File: src/rtl/fifo_arb_pkg.sv
// Shared types and helpers for the round-robin FIFO drain scheduler.
package fifo_arb_pkg;

    typedef enum logic {
        ARB_IDLE  = 1'b0,
        ARB_BURST = 1'b1
    } arb_state_e;

    localparam int ARB_BUF_DEPTH = 2;

    // Next source index after idx, wrapping at n.
    function automatic int wrap_inc(input int idx, input int n);
        if (idx + 1 >= n) begin
            return 0;
        end else begin
            return idx + 1;
        end
    endfunction

endpackage

File: src/rtl/rr_pick.sv
// Rotating priority encoder: picks the first requester at or after ptr, wrapping.
module rr_pick
    import fifo_arb_pkg::*;
#(
    parameter int N  = 4,
    parameter int IW = (N > 1) ? $clog2(N) : 1
) (
    input  logic [N-1:0]  req,
    input  logic [IW-1:0] ptr,
    output logic [IW-1:0] gnt_idx,
    output logic          gnt_vld
);

    logic [IW-1:0] idx_s;

    // Scan from the farthest offset down so the nearest requester wins.
    always_comb begin
        gnt_idx = {IW{1'b0}};
        gnt_vld = 1'b0;
        idx_s   = {IW{1'b0}};
        for (int k = N - 1; k >= 0; k--) begin
            idx_s = IW'((int'(ptr) + k) % N);
            if (req[idx_s]) begin
                gnt_idx = idx_s;
                gnt_vld = 1'b1;
            end else begin
                gnt_vld = gnt_vld;
            end
        end
    end

endmodule

File: src/rtl/fifo_rr_drain.sv
// Round-robin burst reader sharing one valid/ready consumer among NUM_SRC fifo4 sources.
// Words are tagged with their source index and pass through a 2-entry output buffer.
module fifo_rr_drain
    import fifo_arb_pkg::*;
#(
    parameter  int WIDTH   = 32,
    parameter  int NUM_SRC = 4,
    parameter  int BURST   = 4,
    localparam int SRC_W   = $clog2(NUM_SRC)
) (
    input  logic                       clk,
    input  logic                       rst_n,
    input  logic                       en,
    input  logic [NUM_SRC-1:0]         src_empty,
    input  logic [NUM_SRC-1:0]         src_one_left,
    input  logic [NUM_SRC*WIDTH-1:0]   src_rd_data,
    output logic [NUM_SRC-1:0]         src_rd_en,
    output logic                       out_valid,
    input  logic                       out_ready,
    output logic [WIDTH-1:0]           out_data,
    output logic [SRC_W-1:0]           out_src,
    output logic                       busy
);

    localparam int              CNT_W   = $clog2(BURST + 1);
    localparam logic [CNT_W-1:0] BURST_C = CNT_W'(BURST);

    arb_state_e        state_r, state_s;
    logic [SRC_W-1:0]  grant_r, grant_s;
    logic [SRC_W-1:0]  rr_ptr_r, rr_ptr_s;
    logic [CNT_W-1:0]  cnt_r, cnt_s;
    logic              armed_r;
    logic              inflight_r;
    logic [SRC_W-1:0]  infl_src_r;

    logic [WIDTH-1:0]  buf_data_r [ARB_BUF_DEPTH];
    logic [SRC_W-1:0]  buf_src_r  [ARB_BUF_DEPTH];
    logic              buf_wp_r, buf_rp_r;
    logic [1:0]        buf_cnt_r;

    logic [SRC_W-1:0]  pick_idx_s;
    logic              pick_vld_s;
    logic              issue_s;
    logic [SRC_W-1:0]  issue_idx_s;
    logic              pop_s, push_s, bpop_s, credit_s;
    logic [2:0]        occ_s;
    logic [WIDTH-1:0]  infl_data_s;

    rr_pick #(.N(NUM_SRC), .IW(SRC_W)) u_pick (
        .req     (~src_empty),
        .ptr     (rr_ptr_r),
        .gnt_idx (pick_idx_s),
        .gnt_vld (pick_vld_s)
    );

    // The in-flight word counts against the buffer so a read never lacks a landing slot.
    assign pop_s       = out_valid & out_ready;
    assign occ_s       = {1'b0, buf_cnt_r} + {2'b00, inflight_r} - {2'b00, pop_s};
    assign credit_s    = (occ_s < 3'd2);
    assign infl_data_s = src_rd_data[int'(infl_src_r) * WIDTH +: WIDTH];
    assign push_s      = inflight_r & ~((buf_cnt_r == 2'd0) & pop_s);
    assign bpop_s      = pop_s & (buf_cnt_r != 2'd0);
    assign busy        = (state_r == ARB_BURST) | inflight_r | (buf_cnt_r != 2'd0);

    // Grant / burst FSM next-state and read-issue decision.
    always_comb begin
        state_s     = state_r;
        grant_s     = grant_r;
        rr_ptr_s    = rr_ptr_r;
        cnt_s       = cnt_r;
        issue_s     = 1'b0;
        issue_idx_s = grant_r;
        case (state_r)
            ARB_IDLE: begin
                if (armed_r && en && pick_vld_s) begin
                    grant_s     = pick_idx_s;
                    issue_idx_s = pick_idx_s;
                    state_s     = ARB_BURST;
                    if (credit_s) begin
                        issue_s = 1'b1;
                        cnt_s   = CNT_W'(1);
                        if ((BURST_C == CNT_W'(1)) || src_one_left[pick_idx_s]) begin
                            state_s  = ARB_IDLE;
                            cnt_s    = {CNT_W{1'b0}};
                            rr_ptr_s = SRC_W'(wrap_inc(int'(pick_idx_s), NUM_SRC));
                        end else begin
                            state_s = ARB_BURST;
                        end
                    end else begin
                        cnt_s = {CNT_W{1'b0}};
                    end
                end else begin
                    state_s = ARB_IDLE;
                end
            end
            ARB_BURST: begin
                if (armed_r && en && credit_s && !src_empty[grant_r] && (cnt_r < BURST_C)) begin
                    issue_s = 1'b1;
                    cnt_s   = cnt_r + CNT_W'(1);
                    if ((cnt_s == BURST_C) || src_one_left[grant_r]) begin
                        state_s  = ARB_IDLE;
                        cnt_s    = {CNT_W{1'b0}};
                        rr_ptr_s = SRC_W'(wrap_inc(int'(grant_r), NUM_SRC));
                    end else begin
                        state_s = ARB_BURST;
                    end
                end else if (src_empty[grant_r]) begin
                    state_s  = ARB_IDLE;
                    cnt_s    = {CNT_W{1'b0}};
                    rr_ptr_s = SRC_W'(wrap_inc(int'(grant_r), NUM_SRC));
                end else begin
                    state_s = ARB_BURST;
                end
            end
            default: begin
                state_s = ARB_IDLE;
                cnt_s   = {CNT_W{1'b0}};
            end
        endcase
    end

    // One-hot read strobe toward the granted source.
    always_comb begin
        src_rd_en = {NUM_SRC{1'b0}};
        if (issue_s) begin
            src_rd_en[issue_idx_s] = 1'b1;
        end else begin
            src_rd_en = {NUM_SRC{1'b0}};
        end
    end

    // FSM state, arbitration pointer and in-flight tracking; armed_r masks reads right after reset.
    always_ff @(posedge clk or negedge rst_n) begin
        if (!rst_n) begin
            state_r    <= ARB_IDLE;
            grant_r    <= {SRC_W{1'b0}};
            rr_ptr_r   <= {SRC_W{1'b0}};
            cnt_r      <= {CNT_W{1'b0}};
            armed_r    <= 1'b0;
            inflight_r <= 1'b0;
            infl_src_r <= {SRC_W{1'b0}};
        end else begin
            state_r    <= state_s;
            grant_r    <= grant_s;
            rr_ptr_r   <= rr_ptr_s;
            cnt_r      <= cnt_s;
            armed_r    <= 1'b1;
            inflight_r <= issue_s;
            if (issue_s) begin
                infl_src_r <= issue_idx_s;
            end
        end
    end

    // Output buffer: the in-flight word lands here unless the consumer takes it directly.
    always_ff @(posedge clk or negedge rst_n) begin
        if (!rst_n) begin
            for (int i = 0; i < ARB_BUF_DEPTH; i++) begin
                buf_data_r[i] <= {WIDTH{1'b0}};
                buf_src_r[i]  <= {SRC_W{1'b0}};
            end
            buf_wp_r  <= 1'b0;
            buf_rp_r  <= 1'b0;
            buf_cnt_r <= 2'd0;
        end else begin
            if (push_s) begin
                buf_data_r[buf_wp_r] <= infl_data_s;
                buf_src_r[buf_wp_r]  <= infl_src_r;
                buf_wp_r             <= ~buf_wp_r;
            end
            if (bpop_s) begin
                buf_rp_r <= ~buf_rp_r;
            end
            buf_cnt_r <= buf_cnt_r + {1'b0, push_s} - {1'b0, bpop_s};
        end
    end

    // Head of stream: oldest buffered word, else the word arriving from the source this cycle.
    always_comb begin
        if (buf_cnt_r != 2'd0) begin
            out_valid = 1'b1;
            out_data  = buf_data_r[buf_rp_r];
            out_src   = buf_src_r[buf_rp_r];
        end else if (inflight_r) begin
            out_valid = 1'b1;
            out_data  = infl_data_s;
            out_src   = infl_src_r;
        end else begin
            out_valid = 1'b0;
            out_data  = {WIDTH{1'b0}};
            out_src   = {SRC_W{1'b0}};
        end
    end

endmodule

File: config.mk
export PLATFORM = sky130hd
export DESIGN_NAME = fifo_rr_drain
export DESIGN_NICKNAME = d
export VERILOG_FILES = /design/src/rtl/fifo_arb_pkg.sv /design/src/rtl/rr_pick.sv /design/src/rtl/fifo_rr_drain.sv
export SDC_FILE = /design/constraint.sdc
export NUM_CORES = 1
export LEC_CHECK = 0
export BUFFER_PORTS_ARGS = -buffer_cell sky130_fd_sc_hd__buf_4
export CAP_MARGIN = 20
export CORE_ASPECT_RATIO = 0.75
export CORE_UTILIZATION = 51
export CTS_CLUSTER_DIAMETER = 120
export DETAILED_ROUTE_END_ITERATION = 10
export PLACE_DENSITY = 0.77
export SYNTH_ARGS = -nofsm -noshare
export SYNTH_HDL_FRONTEND = slang
export SYNTH_HIERARCHICAL = 1
export SYNTH_SLANG_ARGS = --single-unit
File: constraint.sdc
create_clock -name clk -period 4 [get_ports clk]
set_input_delay 0.2 -clock clk [delete_from_list [all_inputs] [get_ports clk]]
set_output_delay 0.2 -clock clk [all_outputs]
set_load 0.1 [all_outputs]
==> flow_metrics.py, run 1 <==
metrics = {
    "status": {
        "status": "finished clean",
    },
    "cts": {
        "tritoncts.num_buffers": 9,
        "clock_latency_ns": 0.34,
        "clkTransAtPathRegs_ns": 0.06,
        "numClockSinks": 84,
        "htreeDepth": 3,
        "cts_tree": "built",
        "cts_root_buf": "clkbuf_16",
        "clock_path_buffers": 2,
    },
    "synthesis": {
        "netlist_instances": 412,
        "synthFlopType": "dfrtp_1",
        "ys_types": 50,
        "synthTopCellsByCount": "dfrtp_1, mux2_2, nand2_1",
        "yosysWarnings": 6,
        "synth_top_family_by_area": "multiplexers",
        "avgSynthCellArea_um2": 12.4,
        "synth_area_mm2": 0.00510,
        "synthAdderAreaFrac_pct": 1.62,
        "synthMuxAreaShare_pct": 38.2,
        "synth_xor_area_share_pct": 1.37,
        "synth_largest_area_cell": "dfrtp_1",
        "ys_seq_area_share_pct": 41.2,
        "yosysTopAreaCellShare_pct": 41.2,
        "ys_ff_latch": 84,
        "synth_nets": 558,
        "synth_edf_count": 0,
        "synthTopCellsByArea": "dfrtp_1, mux2_2, mux4_2",
        "synthSimpleGateAreaFrac_pct": 7.60,
        "ys_async_sr_fraction_pct": 100,
        "synth.most_common_cell": "dfrtp_1",
        "synth_compound_area_share_pct": 6.28,
    },
    "global_route": {
        "grt_pass1_wl_mm": 20.0,
        "grt_pass1_vias": 4072,
        "overflow": 0,
        "track_usage_pct": 24.8,
        "grt_start_max_net_pins": 47,
        "antenna_found_initial": 0,
    },
    "timing": {
        "finalHoldViolCount": 0,
        "tns_ns": 0,
        "clock.fmax_mhz": 262,
        "setup_viol": 0,
        "grt_setup_unrepaired": "false",
        "fin_crit_ns": 3.81,
        "period_share_pct": 95.3,
        "slew_viol_final": 0,
        "max_slew.worst_pin.slew_ns": 1.10,
        "fin_skew_ns": 0.00624,
        "slew_headroom_pct": 26.7,
    },
    "cells_and_area": {
        "drive_gt1_share_pct": 55.3,
        "syn_to_final_growth_pct": 35.2,
        "fillers": 711,
        "multi_input_area_mm2": 0.00286,
        "fin_area_mm2": 0.00690,
        "diodes": 0,
        "layout.nets": 730,
        "area.sequential_mm2": 0.00211,
    },
    "worst_setup_path": {
        "end_kind": "primary output",
        "worst-setup-path-type": "flip-flop to primary output",
        "crit_path_start_kind": "flip-flop",
        "arrival_ns": 3.61,
        "crit_required_ns": 3.80,
        "path_max_fanout": 5,
    },
    "drt": {
        "drc": 0,
        "drtIter0Drc": 185,
        "ant_nets": 0,
        "routed_via_density": 5.61,
        "num_vias": 4044,
        "dr.pass1.iters": 4,
        "totalWireLength_mm": 12.7,
        "wire_per_inst_um": 17.7,
    },
    "die": {
        "die_y_um": 88.6,
        "die_w_um": 118,
        "rows": 31,
        "pin_count": 180,
        "die_area_mm2": 0.0104,
        "coreArea_mm2": 0.00970,
        "start_util_pct": 52.6,
    },
    "worst_hold_path": {
        "hp-class": "input pin to flip-flop",
    },
    "run": {
        "max-cap-violations": 0,
    },
    "placed_design": {
        "post-dp-hpwl_mm": 8.98,
        "gp_congestion": 0.833,
        "post_dp_cell_area_mm2": 0.00656,
        "port_buffers": 179,
    },
}
## state kept, by name, summed over array words and instances (netlist names)
register,cells
armed_r,1
buf_src_r,4
infl_src_r,2
cnt_r,3
grant_r,2
buf_data_r,64
buf_rp_r,1
state_r,1
inflight_r,1
buf_wp_r,1
rr_ptr_r,2
buf_cnt_r,2
## metrics by stage
| stage | std cells | setup WS [ns] | hold WS (ns) | utilization, % |
|---|---|---|---|---|
| final | 721 | 0.189 | 0.297 | 71.2 |
| after global routing | 721 | 0.0226 | 0.298 | 71.2 |
| after CTS | 718 | 0.0490 | 0.270 | 70.8 |
| after detailed placement | 701 | 0.257 | 0.230 | 67.7 |
| after global placement | 701 | 0.436 | 0.221 | 67.7 |
| after floorplan | 412 | 0.00698 | -0.0956 | - |
## cell type report
class,count,share of cell area (%)
flip-flops and latches,84,30.5
multi-input cells,287,41.4
repair buffers,190,20.8
clock buffers,10,3.32
inverters,12,0.653
well taps,132,2.39
clock inverters,6,0.925
## repair_timing
action                                 4_1_cts  5_1_grt
gates resized for setup                      1        5
setup endpoints to repair                    4        4
hold buffers                                 1        0
pin swaps                                    1        2
endpoints found under the hold margin       45        0
gates cloned                                 0        0
setup buffers                                0        3
## worst paths after layout
| path | start | to | slack (ns) | cells after the start |
|---|---|---|---|---|
| max in group asynchronous | rst_n | buf_cnt_r[1] | 2.64 | 3 |
| min | en | state_r | 0.30 | 3 |
| max | buf_cnt_r[0] | src_rd_en[3] | 0.19 | 10 |
| min reg2reg | buf_data_r[23] | buf_data_r[23] | 0.51 | 1 |
| max reg2reg | buf_cnt_r[0] | rr_ptr_r[1] | 0.48 | 10 |
| min in group asynchronous | rst_n | buf_data_r[52] | 0.39 | 2 |
## per-layer routing
layer  GRT usage [%]  wire length, µm  vias up
met3            6.44              708        6
met1            31.3             5540     2040
met4            5.94               71        0
li1                -                -     1864
met5               0                0        -
met2            43.6             6410      134
## critical path, stage by stage, from the launching register on
cell and delay, ns:
dfrtp_1 0.43, or3_2 0.49, and2_1 0.18, ha_1 0.26, nand2b_1 0.16, fa_1 0.57
nand4b_1 0.22, nor4_4 0.34, or2_4 0.21, and3_2 0.19, buf_6 0.22
## placed cells by master, fill, tap and decap left out, types with 2 or more instances in the layout
cell	Yosys	routed
buf_4	3	187
dfrtp_1	84	81
mux2_2	70	70
nand2_1	40	40
mux2i_1	37	37
o21ai_0	36	35
mux4_2	34	34
inv_1	12	12
clkbuf_16	0	9
nand2b_1	6	6
nor2_1	9	6
xnor2_1	5	5
ha_1	5	5
nor2_4	1	4
and2_1	3	3
xor2_1	3	3
a21oi_1	3	3
dfrtp_2	0	3
nand3_1	2	2
nand4b_1	2	2
o21ai_2	1	2
and3_1	4	2
and3_2	0	2
clkinvlp_4	0	2
clkinv_2	0	2
buf_6	1	2
## cells by family after synthesis
group | Yosys count
fa+ha+maj | 6
flops | 84
other cells | 1
compound gates | 53
xor+xnor | 8
buf+inv | 41
mux | 142
simple gates | 77
Power of run 1 is not shown: default switching activity piles up to over one toggle a cycle in this logic, so the estimate is an artifact.
==> inputs of run 2 (changes only) <==
- CORE_UTILIZATION: 51 -> 46
- PLACE_DENSITY: 0.77 -> 0.74
- clock period: 4 -> 3.3 ns (I/O delays scaled with it)
==> run 2 against run 1 <==
Die area up 11%; cell count up 1.8%; global-route usage down 1.2 points; critical path depth unchanged; non-clock buffer count up 9; via count about the same; setup slack worse by 0.15 ns; worst hold slack worse by 0.058 ns; sequential share of layout area down 0.94 points; first-iteration DRC count down 31%; cell area up 3.1%; highest routed layer unchanged.
==> flow_metrics.py, run 2 (synthesis results as in run 1) <==
metrics = {
    "cells_and_area": {
        "syn_to_final_growth_pct": 39.4,
        "layout.nets": 739,
        "largest_register_ffs": 64,
        "fillers": 797,
        "final_common_cell": "buf_4",
        "regMostFlops": "buf_data_r",
        "drive_gt1_share_pct": 56.5,
        "fin_area_mm2": 0.00712,
        "reg_top3": "buf_data_r: 64 flops, buf_src_r: 4 flops, cnt_r: 3 flops",
        "area.sequential_mm2": 0.00210,
        "diodes": 0,
        "multi_input_area_mm2": 0.00290,
        "final_cell_mix": "buf_4, dfrtp_1, mux2_2",
    },
    "timing": {
        "clock.fmax_mhz": 307,
        "fin_skew_ns": 0.00741,
        "slew_viol_final": 0,
        "fin_crit_ns": 3.26,
        "period_share_pct": 98.8,
        "setup_viol": 0,
        "slew_headroom_pct": 47.1,
        "fin_ws_ns": 0.0394,
        "finalHoldViolCount": 0,
        "tns_ns": 0,
        "grt_setup_unrepaired": "true",
        "timing.hold.ws_ns": 0.239,
        "max_slew.worst_pin.slew_ns": 0.793,
    },
    "worst_setup_path": {
        "cp.buffers_inverters": 1,
        "critPathSlowestCell": "fa_2",
        "worst-setup-path-type": "flip-flop to primary output",
        "worst_path_largest_cell_delay_ns": 0.53,
        "crit_required_ns": 3.13,
        "end_kind": "primary output",
        "ff2ff_path_depth": 11,
        "crit_chain": "or3_4, and2_4, ha_4, nand2b_4, fa_2, nand4b_1, nor4_4, or2_4, and3_4, buf_12",
        "crit_family": "simple AND/OR/NAND/NOR gates",
        "path_max_fanout": 3,
        "worst-path-stages": 10,
        "arrival_ns": 3.10,
        "crit_path_start_kind": "flip-flop",
    },
    "die": {
        "coreArea_mm2": 0.0105,
        "die_area_mm2": 0.0115,
        "die_y_um": 93.2,
        "pin_count": 180,
        "rows": 32,
        "die_w_um": 124,
        "start_util_pct": 48.5,
    },
    "drt": {
        "num_vias": 4043,
        "ant_nets": 0,
        "drc": 0,
        "wire_per_inst_um": 17.9,
        "totalWireLength_mm": 13.1,
        "dr.pass1.iters": 4,
        "routed_via_density": 5.51,
        "drtIter0Drc": 127,
    },
    "placed_design": {
        "post_dp_cell_area_mm2": 0.00666,
        "port_buffers": 179,
        "dp_slack_ns": 0.0769,
        "gp_congestion": 0.824,
        "post-dp-hpwl_mm": 9.38,
    },
    "worst_hold_path": {
        "hold_depth": 3,
        "hp-class": "input pin to flip-flop",
    },
    "cts": {
        "clock_path_buffers": 2,
        "tritoncts.num_buffers": 9,
        "clkTransAtPathRegs_ns": 0.06,
        "cts_root_buf": "clkbuf_16",
        "htreeDepth": 3,
        "clock_latency_ns": 0.34,
        "numClockSinks": 84,
        "cts_tree": "built",
    },
    "global_route": {
        "grt_start_max_net_pins": 64,
        "grt_pass1_wl_mm": 20.5,
        "track_usage_pct": 23.7,
        "overflow": 0,
        "grt_pass1_vias": 4216,
        "antenna_found_initial": 0,
    },
    "status": {
        "status": "finished clean",
    },
    "run": {
        "max-cap-violations": 0,
    },
}
-- run 2: through the flow --
stage | utilization [%] | std cells
floorplan | - | 412
global placement | 63.3 | 709
detailed placement | 63.3 | 709
CTS | 67.1 | 732
global route | 67.6 | 734
finish | 67.6 | 734
-- run 2: area by class of cell --
cell class	count	area share [%]
Sequential cell	84	29.6
Clock buffer	12	3.46
Multi-Input combinational cell	287	40.8
Tap cell	136	2.39
Clock inverter	4	1.02
Timing Repair Buffer	199	22.2
Inverter	12	0.633
-- run 2: final timing paths --
check	from	to	slack, ns
min	en	state_r	0.24
max	buf_cnt_r[1]	src_rd_en[3]	0.04
max reg2reg	buf_cnt_r[1]	rr_ptr_r[1]	0.08
min in group asynchronous	rst_n	buf_data_r[16]	0.45
max in group asynchronous	rst_n	buf_data_r[46]	2.05
min reg2reg	buf_data_r[42]	buf_data_r[42]	0.50
-- run 2: timing repair --
| action | in CTS | in global routing |
|---|---|---|
| hold buffers | 1 | 0 |
| pin swaps | 5 | 2 |
| setup buffers | 6 | 1 |
| endpoints found under the hold margin | 62 | 0 |
| gates resized for setup | 9 | 2 |
| endpoints found under the setup margin | 4 | 5 |
-- run 2: routing by layer --
layer	GRT usage (%)	part of all wire (%)
met4	6.22	1.1
met2	41.2	51
met5	0	0
met3	6.04	5.9
met1	29.1	42
-- run 2: tightest hold or removal path, stage by stage --
cell	delay, ns
buf_4	0.12
nand4b_1	0.15
o32ai_1	0.09
Power of run 2 is left out for the same reason.
